[src/rtl/alu_pkg.sv]
// rtl/alu_pkg.sv - opcode encodings, FSM state type and op-class helper for alu_seq
package alu_pkg;

    localparam logic [3:0] OP_AND  = 4'b0000;
    localparam logic [3:0] OP_OR   = 4'b0001;
    localparam logic [3:0] OP_ADD  = 4'b0010;
    localparam logic [3:0] OP_XOR  = 4'b0011;
    localparam logic [3:0] OP_SUB  = 4'b0110;
    localparam logic [3:0] OP_SLT  = 4'b0111;
    localparam logic [3:0] OP_SHL  = 4'b1000;
    localparam logic [3:0] OP_SHR  = 4'b1001;
    localparam logic [3:0] OP_SRA  = 4'b1010;
    localparam logic [3:0] OP_MULU = 4'b1100;
    localparam logic [3:0] OP_DIVU = 4'b1110;
    localparam logic [3:0] OP_REMU = 4'b1111;

    typedef enum logic [1:0] {
        IDLE = 2'd0,
        CALC = 2'd1,
        DONE = 2'd2
    } state_t;

    function automatic logic is_multicycle(input logic [3:0] op);
        return (op == OP_MULU) || (op == OP_DIVU) || (op == OP_REMU);
    endfunction

endpackage

[src/rtl/alu_muldiv_iter.sv]
// rtl/alu_muldiv_iter.sv - one-bit-per-cycle unsigned shift-add multiply and restoring divide
module alu_muldiv_iter
    import alu_pkg::*;
#(
    parameter int WIDTH = 32
) (
    input  logic             clk,
    input  logic             rst_n,
    input  logic             start,
    input  logic [3:0]       op,
    input  logic [WIDTH-1:0] a,
    input  logic [WIDTH-1:0] b,
    output logic             done,
    output logic [WIDTH-1:0] result
);

    localparam int SHW = $clog2(WIDTH);
    localparam logic [SHW:0] LAST = (SHW+1)'(WIDTH - 1);

    // acc: product sum or partial remainder; opa: multiplicand or dividend/quotient; opb: multiplier or divisor
    logic             busy;
    logic             is_div;
    logic             is_rem;
    logic [SHW:0]     cnt;
    logic [WIDTH-1:0] acc, opa, opb;
    logic [WIDTH-1:0] acc_n, opa_n, opb_n;
    logic [WIDTH:0]   rem_sh, rem_diff;
    logic             fits;

    always_comb begin
        rem_sh   = {acc, opa[WIDTH-1]};
        rem_diff = rem_sh - {1'b0, opb};
        fits     = ~rem_diff[WIDTH];
        acc_n    = acc;
        opa_n    = opa;
        opb_n    = opb;
        if (is_div) begin
            acc_n = fits ? rem_diff[WIDTH-1:0] : rem_sh[WIDTH-1:0];
            opa_n = {opa[WIDTH-2:0], fits};
        end else begin
            acc_n = opb[0] ? acc + opa : acc;
            opa_n = opa << 1;
            opb_n = opb >> 1;
        end
    end

    // done and result describe the iteration that completes on this clock edge
    assign done   = busy && (cnt == LAST);
    assign result = (is_div && !is_rem) ? opa_n : acc_n;

    always_ff @(posedge clk or negedge rst_n) begin
        if (!rst_n) begin
            busy   <= 1'b0;
            is_div <= 1'b0;
            is_rem <= 1'b0;
            cnt    <= '0;
            acc    <= '0;
            opa    <= '0;
            opb    <= '0;
        end else if (start) begin
            busy   <= 1'b1;
            is_div <= (op == OP_DIVU) || (op == OP_REMU);
            is_rem <= (op == OP_REMU);
            cnt    <= '0;
            acc    <= '0;
            opa    <= a;
            opb    <= b;
        end else if (busy) begin
            acc <= acc_n;
            opa <= opa_n;
            opb <= opb_n;
            if (cnt == LAST) begin
                busy <= 1'b0;
                cnt  <= '0;
            end else begin
                cnt <= cnt + 1'b1;
            end
        end
    end

endmodule

[src/rtl/alu_seq.sv]
// rtl/alu_seq.sv - handshaked multi-cycle ALU; ALU_MULDIV_EN enables MULU/DIVU/REMU
module alu_seq
    import alu_pkg::*;
#(
    parameter int WIDTH = 32
) (
    input  logic             i_clk,
    input  logic             i_rst_n,
    input  logic             i_valid,
    output logic             o_ready,
    input  logic [WIDTH-1:0] i_operand1,
    input  logic [WIDTH-1:0] i_operand2,
    input  logic [3:0]       i_ALUControl,
    output logic             o_valid,
    input  logic             i_ready,
    output logic [WIDTH-1:0] o_result,
    output logic             o_zero,
    output logic             o_neg,
    output logic             o_carry,
    output logic             o_overflow,
    output logic             o_illegal
);

    localparam int SHW = $clog2(WIDTH);

    state_t           state, state_n;
    logic             load;
    logic [WIDTH-1:0] ld_res, sc_res;
    logic             ld_carry, ld_ovf, ld_ill;
    logic             sc_carry, sc_ovf, sc_ill;
    logic [WIDTH:0]   sum, dif;
    logic [SHW-1:0]   shamt;

    always_comb begin
        sum      = {1'b0, i_operand1} + {1'b0, i_operand2};
        dif      = {1'b0, i_operand1} - {1'b0, i_operand2};
        shamt    = i_operand2[SHW-1:0];
        sc_res   = '0;
        sc_carry = 1'b0;
        sc_ovf   = 1'b0;
        sc_ill   = 1'b0;
        case (i_ALUControl)
            OP_AND: sc_res = i_operand1 & i_operand2;
            OP_OR:  sc_res = i_operand1 | i_operand2;
            OP_XOR: sc_res = i_operand1 ^ i_operand2;
            OP_ADD: begin
                sc_res   = sum[WIDTH-1:0];
                sc_carry = sum[WIDTH];
                sc_ovf   = (i_operand1[WIDTH-1] == i_operand2[WIDTH-1]) &&
                           (sum[WIDTH-1] != i_operand1[WIDTH-1]);
            end
            OP_SUB: begin
                sc_res   = dif[WIDTH-1:0];
                sc_carry = ~dif[WIDTH];
                sc_ovf   = (i_operand1[WIDTH-1] != i_operand2[WIDTH-1]) &&
                           (dif[WIDTH-1] != i_operand1[WIDTH-1]);
            end
            OP_SLT: sc_res = {{(WIDTH-1){1'b0}}, ($signed(i_operand1) < $signed(i_operand2))};
            OP_SHL: sc_res = i_operand1 << shamt;
            OP_SHR: sc_res = i_operand1 >> shamt;
            OP_SRA: sc_res = $signed(i_operand1) >>> shamt;
`ifdef ALU_MULDIV_EN
            OP_MULU, OP_DIVU, OP_REMU: sc_res = '0;
`endif
            default: sc_ill = 1'b1;
        endcase
    end

`ifdef ALU_MULDIV_EN
    logic             md_start;
    logic             md_done;
    logic [WIDTH-1:0] md_res;

    alu_muldiv_iter #(.WIDTH(WIDTH)) u_muldiv (
        .clk    (i_clk),
        .rst_n  (i_rst_n),
        .start  (md_start),
        .op     (i_ALUControl),
        .a      (i_operand1),
        .b      (i_operand2),
        .done   (md_done),
        .result (md_res)
    );
`endif

    always_ff @(posedge i_clk or negedge i_rst_n) begin
        if (!i_rst_n) state <= IDLE;
        else          state <= state_n;
    end

    always_comb begin
        state_n  = state;
        load     = 1'b0;
        ld_res   = sc_res;
        ld_carry = sc_carry;
        ld_ovf   = sc_ovf;
        ld_ill   = sc_ill;
`ifdef ALU_MULDIV_EN
        md_start = 1'b0;
`endif
        case (state)
            IDLE: begin
                if (i_valid) begin
                    state_n = DONE;
                    load    = 1'b1;
`ifdef ALU_MULDIV_EN
                    if (is_multicycle(i_ALUControl)) begin
                        state_n  = CALC;
                        load     = 1'b0;
                        md_start = 1'b1;
                    end
`endif
                end
            end
`ifdef ALU_MULDIV_EN
            CALC: begin
                // engine result is loaded on the same edge as its last iteration
                if (md_done) begin
                    state_n  = DONE;
                    load     = 1'b1;
                    ld_res   = md_res;
                    ld_carry = 1'b0;
                    ld_ovf   = 1'b0;
                    ld_ill   = 1'b0;
                end
            end
`endif
            DONE: if (i_ready) state_n = IDLE;
            default: state_n = IDLE;
        endcase
    end

    always_ff @(posedge i_clk or negedge i_rst_n) begin
        if (!i_rst_n) begin
            o_result   <= '0;
            o_zero     <= 1'b0;
            o_neg      <= 1'b0;
            o_carry    <= 1'b0;
            o_overflow <= 1'b0;
            o_illegal  <= 1'b0;
        end else if (load) begin
            o_result   <= ld_res;
            o_zero     <= (ld_res == '0);
            o_neg      <= ld_res[WIDTH-1];
            o_carry    <= ld_carry;
            o_overflow <= ld_ovf;
            o_illegal  <= ld_ill;
        end
    end

    assign o_ready = (state == IDLE);
    assign o_valid = (state == DONE);

endmodule

[config.mk]
export PLATFORM = sky130hd
export DESIGN_NAME = alu_seq
export DESIGN_NICKNAME = d
export VERILOG_FILES = /design/src/rtl/alu_pkg.sv /design/src/rtl/alu_muldiv_iter.sv /design/src/rtl/alu_seq.sv
export SDC_FILE = /design/constraint.sdc
export NUM_CORES = 1
export LEC_CHECK = 0
export BUFFER_PORTS_ARGS = -buffer_cell sky130_fd_sc_hd__buf_2
export CORE_AREA = 2 2 137 139
export DETAILED_ROUTE_END_ITERATION = 12
export DIE_AREA = 0 0 139 141
export PLACE_DENSITY_LB_ADDON = 0.1
export RECOVER_POWER = 50
export SYNTH_ARGS = -nofsm -noshare
export SYNTH_HDL_FRONTEND = slang
export SYNTH_SLANG_ARGS = --single-unit
export TNS_END_PERCENT = 30
[constraint.sdc]
create_clock -name i_clk -period 3.06 [get_ports i_clk]
set_input_delay 0.306 -clock i_clk [delete_from_list [all_inputs] [get_ports i_clk]]
set_output_delay 0.306 -clock i_clk [all_outputs]
set_load 0.05 [all_outputs]
==> results.md, run 1 <==
- Starting density of the core: 0.586
- Hold buffers post-CTS: 0
- Synth area leader: ha_1
- GRT Util Overall: 0.689
- Sequential area share after synthesis: 0.0866
- Synth cell types: 92
- Post-synthesis register bit count: 37
- Detailed placer's ending HPWL: 43.4 mm
- Quantity of I/O buffers inserted on ports: 110
- Synth Flop Type: dfrtp_1
- Synthesis Warnings: 0
- Share of the synthesized area in the top cell type: 0.119
- Clock Tree Buf Depth: 2
- Gate Count Post-Synth: 1,509
- Most common cell in the netlist: nand2_1
- Pin count of the biggest net entering global routing: 45
- Ys async rst share: 1.00
- Die height: 141 µm
- Die Wd: 139 µm
- Cell Area, Synth: 10,700 µm²
- Num CTS Buffers: 5
- Failing step: global routing (5_1_grt)
- Site Rows: 50
- Setup WS pre-CTS: -0.938 ns
- Mapped Nets: 1,685
- Gpl congestion: 1.21
- Worst setup endpoint GRT: o_zero$_DFFE_PN0P_/D
- Post-synth EDFFs: 0
- H-tree Lvls: 2
- Clock sinks: 37
- # IOs: 111
- First error: [ERROR GRT-0232] Routing congestion too high. Check the congestion heatmap in the GUI.
- Clk root buf: clkbuf_16
- Worst endpoint type: sequential cell input
- Top cells by area, synth: ha_1 (12%), dfrtp_1 (8.7%), mux2i_1 (7.9%), nand2_1 (5.7%), a21oi_1 (4.8%)
- Mean Syn Cell Area: 7.09 µm²
- Placed instance area: 15,100 µm²
- Outcome: stopped before the end
- GRT overflow: 5
- Synth cell count leaders: nand2_1 (163), nor2_1 (133), inv_1 (125), a21oi_1 (102), ha_1 (102)
## routing by layer
metal / GRT overflow / track usage
met4: 3 / 0.666
met1: 0 / 0.714
met2: 2 / 0.902
met5: 0 / 0.0551
met3: 0 / 0.468
## metrics by stage
stage / cells / util
after floorplan: 1509 / -
after global placement: 2266 / 0.824
after detailed placement: 2266 / 0.824
after CTS: 2282 / 0.852
## timing repair
action / in CTS
buffers inserted: 8
endpoints found under the setup margin: 10
pin swaps: 35
resized for setup: 72
## cells by family after synthesis
| logic type | count (synthesis) | share of synthesized area |
|---|---|---|
| buffers and inverters | 243 | 0.0942 |
| XOR/XNOR | 12 | 0.00983 |
| AO/OA/AOI/OAI | 520 | 0.337 |
| flip-flops | 37 | 0.0866 |
| AND/OR/NAND/NOR | 467 | 0.206 |
| adder cells (fa/ha/maj) | 104 | 0.123 |
| multiplexers | 126 | 0.144 |
==> inputs of run 2 (changes only) <==
CORE_AREA = 2 2 167 169   (was 2 2 137 139)
DIE_AREA = 0 0 169 171   (was 0 0 139 141)
PLACE_DENSITY_LB_ADDON = 0.15   (was 0.1)
==> results.md, run 2 <==
- Biggest register: o_result
- Setup tns final: -0.819 ns
- Switching part of the total: 0.487
- Clock skew: 0.00586 ns
- Unrepaired setup endpoints after global routing: true
- Crit path required time: 3.24 ns
- Area of the multi-input gates: 9610 µm²
- Final non-filler cell total: 2,475
- Antenna violations before repair: 1
- Final hold violation count: 0
- FF-to-FF setup slack: 0.36 ns
- Sequential power share: 0.134
- Placed Cells: 2,456 (was 2,266)
- # nets final: 2,304
- Die Wd: 169 µm (was 139 µm)
- Comb pwr share: 0.742
- FF-to-FF path depth: 11
- Mapped Nets: 1,685 (unchanged)
- Gpl congestion: 1.05 (was 1.21)
- Detailed placer's ending HPWL: 49.3 mm (was 43.4 mm)
- Final setup vio count: 7
- Clock Pin Slew Worst Setup and Hold Paths: 0.06 ns
- NetSw: 2.42 mW
- Pin count of the biggest net entering global routing: 55
- Crit share post-route: 1.13
- Register area: 926 µm²
- Gate Count Post-Synth: 1,509 (unchanged)
- DRT Pass-1 Iters: 5
- Global-route wire length before repair: 86.7 mm
- Layout cells sized above 1: 0.435
- GRT overflow: 0
- Wire per inst: 23.9 µm
- Ant diodes: 0
- Initial DRC count: 1,585
- CP arrival: 3.63 ns
- Filler Cells Inserted: 2,545
- Outcome: finished, violations left (was stopped before the end)
- Setup WS pre-CTS: -1.04 ns (was -0.938 ns)
- CP Class: input pin to flip-flop
- Synth area leader: ha_1 (unchanged)
- Clk_lat worst skew: 0.28 ns
- Clock Tree Buf Depth: 2 (unchanged)
- Pwr dens: 292 nW/µm²
- Synthesis Warnings: 0 (unchanged)
- Quantity of I/O buffers inserted on ports: 110 (unchanged)
- Max reg flops: 32
- Max-slew violation total from the final report: 38
- CTS tree: yes
- Via count of the routed design: 14,700
- # IOs: 111 (unchanged)
- Failing checks: max-capacitance violations, max-slew violations, negative setup slack
- Die Area: 28,900 µm²
- Max IR drop VDD: 283 µV
- GRT Util Overall: 0.398
- Site Rows: 61 (was 50)
- CP Launch Type: input pin
- # DRC: 0
- Synth Flop Type: dfrtp_1 (unchanged)
- Hold Crit Depth: 2
- Mean Syn Cell Area: 7.09 µm² (unchanged)
- Most common cell in the netlist: nand2_1 (unchanged)
- Layout area overhead: 58.7%
- CP Capture Type: flip-flop
- Slew HR: -0.404
- Top cells by area, synth: ha_1 (12%), dfrtp_1 (8.7%), mux2i_1 (7.9%), nand2_1 (5.7%), a21oi_1 (4.8%) (unchanged)
- Hold buffers post-CTS: 0 (unchanged)
- Worst Tran Pin Value: 2.11 ns
- Final wirelength: 59.2 mm
- Most frequent cells in the layout: buf_4 (611), nand2_1 (162), nor2_1 (130)
- Int Power: 2.54 mW
- Num CTS Buffers: 5 (unchanged)
- Vias per cell: 5.95
- Fin Hold WS: 0.192 ns
- Max-cap check violation count: 1
- Post-synth EDFFs: 0 (unchanged)
- Clock share of power: 0.124
- Worst Path Max Fanout: 16
- Cell Area, Synth: 10,700 µm² (unchanged)
- Commonest non-fill, non-tap cell in the layout: buf_4
- Max Fclk: 290 MHz
- Leakage: 8.18 nW
- Starting density of the core: 0.391 (was 0.586)
- Post-synthesis register bit count: 37 (unchanged)
- Synth cell types: 92 (unchanged)
- Power Total: 4.96 mW
- Synth cell count leaders: nand2_1 (163), nor2_1 (133), inv_1 (125), a21oi_1 (102), ha_1 (102) (unchanged)
- Area of the core: 27,300 µm²
- Sequential area share after synthesis: 0.0866 (unchanged)
- Vias in the first global route: 14,000
- Clk root buf: clkbuf_16 (unchanged)
- Share of the synthesized area in the top cell type: 0.119 (unchanged)
- Final ANT Viol Nets: 0
- Ys async rst share: 1.00 (unchanged)
- H-tree Lvls: 2 (unchanged)
- Setup ws final: -0.390 ns
- Minimum clock period: 3.45 ns
- Die height: 171 µm (was 141 µm)
- Hold Crit Class: input pin to flip-flop
- Clock sinks: 37 (unchanged)
-- run 2: cell counts after synthesis --
Identical to the previous run, type by type.
-- run 2: critical path, stage by stage --
cell and delay (ns):
buf_4 0.10, buf_4 0.13, buf_12 0.16, mux2i_2 0.28
mux2i_2 0.14, mux2_2 0.32, a21o_1 0.24, a2111oi_4 0.38
buf_4 0.19, o21ai_1 0.09, nor4_2 0.30, nand4_1 0.18
nand4bb_1 0.26, nor2_2 0.17, nand4b_1 0.14, o41ai_2 0.21
-- run 2: cell type report --
class | count | area share
clock buffer | 6 | 0.00818
multi-input combinational | 1229 | 0.566
sequential | 37 | 0.0545
tap | 346 | 0.0255
timing repair buffer | 726 | 0.314
clock inverter | 2 | 0.00221
inverter | 129 | 0.0300
-- run 2: what timing repair did --
action | 4_1_cts | 5_1_grt
endpoints found under the setup margin | 14 | 19
buffers inserted | 9 | 5
gates cloned | 0 | 0
pin swaps | 42 | 23
gates resized for setup | 109 | 80
-- run 2: power by group through the flow --
| stage | sequential (mW) | clock [mW] | combinational [mW] |
|---|---|---|---|
| after floorplan | 1.07 | 0 | 1.36 |
| after global placement | 0.666 | 0 | 3.38 |
| after detailed placement | 0.671 | 0 | 3.40 |
| after CTS | 0.664 | 0.624 | 3.53 |
| after global routing | 0.680 | 0.645 | 3.89 |
| final | 0.666 | 0.615 | 3.68 |
-- run 2: cell families (layout without fill, tap and decap cells) --
| logic type | count (synthesis) | count (layout) | synth area share |
|---|---|---|---|
| buf+inv | 243 | 863 | 0.0942 |
| xor+xnor | 12 | 12 | 0.00983 |
| simple gates | 467 | 467 | 0.206 |
| flops | 37 | 37 | 0.0866 |
| mux | 126 | 126 | 0.144 |
| compound gates | 520 | 520 | 0.337 |
| fa+ha+maj | 104 | 104 | 0.123 |
-- run 2: through the flow --
step / cell area, µm² / utilization
3_5_place_dp: 15800 / 0.579
3_3_place_gp: 15800 / 0.579
6_report: 17000 / 0.621
2_1_floorplan: 10800 / -
4_1_cts: 16600 / 0.607
5_1_grt: 17000 / 0.621
-- run 2: layer usage --
layer,vias to the layer above,share of wire,track usage,wire length (µm)
li1,6827,-,-,-
met1,7024,0.42,0.531,25100
met2,751,0.45,0.650,26500
met3,121,0.083,0.0629,4920
met4,0,0.045,0.149,2640
met5,-,0,0,0
-- run 2: path summary, 6_finish.rpt --
kind | from | endpoint
hold reg to reg | o_result[28] | o_result[28]
max in group asynchronous | i_rst_n | o_result[17]
setup / recovery | i_operand2[1] | o_zero
hold / removal | i_ready | state[1]
setup reg to reg | state[1] | o_zero
min in group asynchronous | i_rst_n | o_result[0]
Note: power is estimated with default switching activity, not from simulation.
==> inputs of run 3 (changes only) <==
CTS_CLUSTER_SIZE = 10   (was unset)
SKIP_LAST_GASP = 1   (was unset)
SYNTH_HIERARCHICAL = 1   (was unset)
==> results.md, run 3 <==
- Pin count of the biggest net entering global routing: 55 (unchanged)
- Hold Path Sink: state[1] (unchanged)
- Die Wd: 169 µm (unchanged)
- Initial DRC count: 1,520 (was 1,585)
- Crit path required time: 3.24 ns (about the same)
- Synth cell count leaders: nand2_1 (163), nor2_1 (133), inv_1 (125), a21oi_1 (102), ha_1 (102) (unchanged)
- Vias in the first global route: 14,000 (about the same)
- GRT overflow: 0 (unchanged)
- Final ANT Viol Nets: 0 (unchanged)
- Die Area: 28,900 µm² (unchanged)
- Most common cell in the netlist: nand2_1 (unchanged)
- Clock Pin Slew Worst Setup and Hold Paths: 0.06 ns (about the same)
- Share of the synthesized area in the top cell type: 0.119 (unchanged)
- # IOs: 111 (unchanged)
- Max reg flops: 32 (unchanged)
- Leakage: 8.14 nW (was 8.18 nW)
- Biggest register: o_result (unchanged)
- Slew HR: -0.397 (was -0.404)
- Clock Tree Buf Depth: 2 (unchanged)
- Worst Tran Pin Value: 2.10 ns (was 2.11 ns)
- # DRC: 0 (unchanged)
- Final hold violation count: 0 (unchanged)
- Most frequent cells in the layout: buf_4 (606), nand2_1 (162), nor2_1 (131) (was buf_4 (611), nand2_1 (162), nor2_1 (130))
- Commonest non-fill, non-tap cell in the layout: buf_4 (unchanged)
- Global-route wire length before repair: 86.6 mm (was 86.7 mm)
- FF-to-FF setup slack: 0.30 ns (was 0.36 ns)
- Mean Syn Cell Area: 7.09 µm² (unchanged)
- Max IR drop VDD: 288 µV (was 283 µV)
- Detailed placer's ending HPWL: 49.3 mm (unchanged)
- CP Launch Type: input pin (unchanged)
- Filler Cells Inserted: 2,585 (was 2,545)
- Wire per inst: 23.9 µm (about the same)
- DRT Pass-1 Iters: 6 (was 5)
- Pwr dens: 294 nW/µm² (was 292 nW/µm²)
- Delay-heaviest family, CP: simple AND/OR/NAND/NOR gates (unchanged)
- H-tree Lvls: 2 (unchanged)
- Ant diodes: 0 (unchanged)
- Cell Area, Synth: 10,700 µm² (unchanged)
- FF-to-FF path depth: 11 (unchanged)
- CP Capture Type: flip-flop (unchanged)
- Max-cap check violation count: 1 (unchanged)
- Crit share post-route: 1.15 (was 1.13)
- CP arrival: 3.68 ns (was 3.63 ns)
- FF-to-FF End: o_zero (unchanged)
- CP Class: input pin to flip-flop (unchanged)
- Site Rows: 61 (unchanged)
- Mapped Nets: 1,685 (unchanged)
- Final setup vio count: 7 (unchanged)
- Slowest CP cell: a2111oi_2 (was a2111oi_4)
- Area of the core: 27,300 µm² (unchanged)
- Largest stage delay, worst path: 0.38 ns (about the same)
- Layout area overhead: 56.4% (was 58.7%)
- Setup tns final: -1.40 ns (was -0.819 ns)
- Unrepaired setup endpoints after global routing: true (unchanged)
- Layout cells sized above 1: 0.423 (was 0.435)
- Die height: 171 µm (unchanged)
- Num CTS Buffers: 5 (unchanged)
- Antenna violations before repair: 1 (unchanged)
- Outcome: finished, violations left (unchanged)
- # nets final: 2,302 (was 2,304)
- Clock sinks: 37 (unchanged)
- Gate Count Post-Synth: 1,509 (unchanged)
- Max Fclk: 285 MHz (was 290 MHz)
- Post-synth EDFFs: 0 (unchanged)
- Synthesis Warnings: 6 (was 0)
- Via count of the routed design: 14,700 (about the same)
- Vias per cell: 5.94 (was 5.95)
- Hold Crit Start: i_ready (unchanged)
- Hold Crit Depth: 2 (unchanged)
- Synth cell types: 92 (unchanged)
- Sequential area share after synthesis: 0.0866 (unchanged)
- RR Startpoint: state[1] (unchanged)
- Setup WS pre-CTS: -1.04 ns (unchanged)
- Synth area leader: ha_1 (unchanged)
- Minimum clock period: 3.51 ns (was 3.45 ns)
- Clk root buf: clkbuf_16 (unchanged)
- Setup ws final: -0.448 ns (was -0.390 ns)
- Failing checks: max-capacitance violations, max-slew violations, negative setup slack (unchanged)
- Starting density of the core: 0.391 (unchanged)
- Max-slew violation total from the final report: 38 (unchanged)
- CP cell instances: buf_2 -> inv_1 -> ha_4 -> a21o_1 -> nand4_1 -> a2111oi_2 -> buf_4 -> or2_2 -> a41oi_1 -> buf_4 -> a211oi_1 -> nor3_1 -> nor3_1 -> nand4bb_1 -> nor2_2 -> nand4b_1 -> o41ai_2 (was buf_4 -> buf_4 -> buf_12 -> mux2i_2 -> mux2i_2 -> mux2_2 -> a21o_1 -> a2111oi_4 -> buf_4 -> o21ai_1 -> nor4_2 -> nand4_1 -> nand4bb_1 -> nor2_2 -> nand4b_1 -> o41ai_2)
- Top cells by area, synth: ha_1 (12%), dfrtp_1 (8.7%), mux2i_1 (7.9%), nand2_1 (5.7%), a21oi_1 (4.8%) (unchanged)
- WP buf/inv: 4 (unchanged)
- Gpl congestion: 1.05 (unchanged)
- GRT Util Overall: 0.398 (about the same)
- Post-synthesis register bit count: 37 (unchanged)
- Worst Path Max Fanout: 3 (was 16)
- Clock skew: 0.00411 ns (was 0.00586 ns)
- Ys async rst share: 1.00 (unchanged)
- Final wirelength: 59.1 mm (was 59.2 mm)
- Quantity of I/O buffers inserted on ports: 110 (unchanged)
- Synth Flop Type: dfrtp_1 (unchanged)
- Clk_lat worst skew: 0.28 ns (about the same)
- CTS tree: yes (unchanged)
- Hold Crit Class: input pin to flip-flop (unchanged)
## run 3: kinds of logic after synthesis
logic type / count (synthesis) / synth area share
mux: 126 / 0.144
simple gates: 467 / 0.206
flops: 37 / 0.0866
fa+ha+maj: 104 / 0.123
xor+xnor: 12 / 0.00983
compound gates: 520 / 0.337
buf+inv: 243 / 0.0942
## run 3: repair_timing
action | in CTS | in global routing
setup endpoints to repair | 14 | 19
hold buffers | 0 | 0
gates resized for setup | 91 | 43
buffers inserted | 9 | 1
pin swaps | 42 | 11
## run 3: worst reg2reg max path, cell delays in order (launching register included)
cell and delay [ns]:
dfrtp_1 0.40, nor2b_1 0.12, buf_4 0.17, o21ai_0 0.10
a221oi_1 0.26, nand4_1 0.32, nor4_2 0.31, nand4_1 0.18
nand4bb_1 0.26, nor2_2 0.17, nand4b_1 0.14, o41ai_2 0.23
## run 3: layer usage
layer  wire (µm)  global-route usage
met2       26200               0.646
met5           0                   0
met4        2790               0.157
met3        4820              0.0659
met1       25300               0.528
## run 3: cell type report
type / count / area, µm² / share of cell area
Tap cell: 346 / 433 / 0.0259
Timing Repair Buffer: 724 / 5260 / 0.315
Sequential cell: 37 / 926 / 0.0554
Inverter: 129 / 492 / 0.0294
Clock inverter: 2 / 37.5 / 0.00224
Multi-Input combinational cell: 1229 / 9440 / 0.564
Clock buffer: 6 / 139 / 0.00830
## run 3: where the power goes
group	total, mW	switching [mW]	internal (mW)
registers	0.665	0.0622	0.603
logic	3.63	2.12	1.51
clock network	0.617	0.211	0.407
total	4.92	2.40	2.52
## run 3: per-stage QoR
| step | power (mW) | cells | hold slack, ns | area, µm² | util |
|---|---|---|---|---|---|
| after floorplan | 2.43 | 1509 | 0.0104 | 10800 | - |
| after detailed placement | 4.07 | 2456 | 0.457 | 15800 | 0.579 |
| after CTS | 4.81 | 2472 | 0.159 | 16500 | 0.604 |
| after global routing | 5.16 | 2473 | 0.220 | 16700 | 0.612 |
| after global placement | 4.05 | 2456 | 0.431 | 15800 | 0.579 |
| final | 4.92 | 2473 | 0.193 | 16700 | 0.612 |
## run 3: how the worst max path moves through the flow
stage	startpoint	endpoint	slack [ns]	cells past startpoint
4_1_cts	i_operand2[0]	o_zero	-0.31	16
2_1_floorplan	i_operand2[1]	o_zero	-0.49	17
5_1_grt	i_operand2[1]	o_zero	-0.56	15
3_3_place_gp	i_operand2[1]	o_zero	-1.02	18
3_5_place_dp	i_operand2[1]	o_zero	-1.04	18
6_report	i_operand1[1]	o_zero	-0.45	17
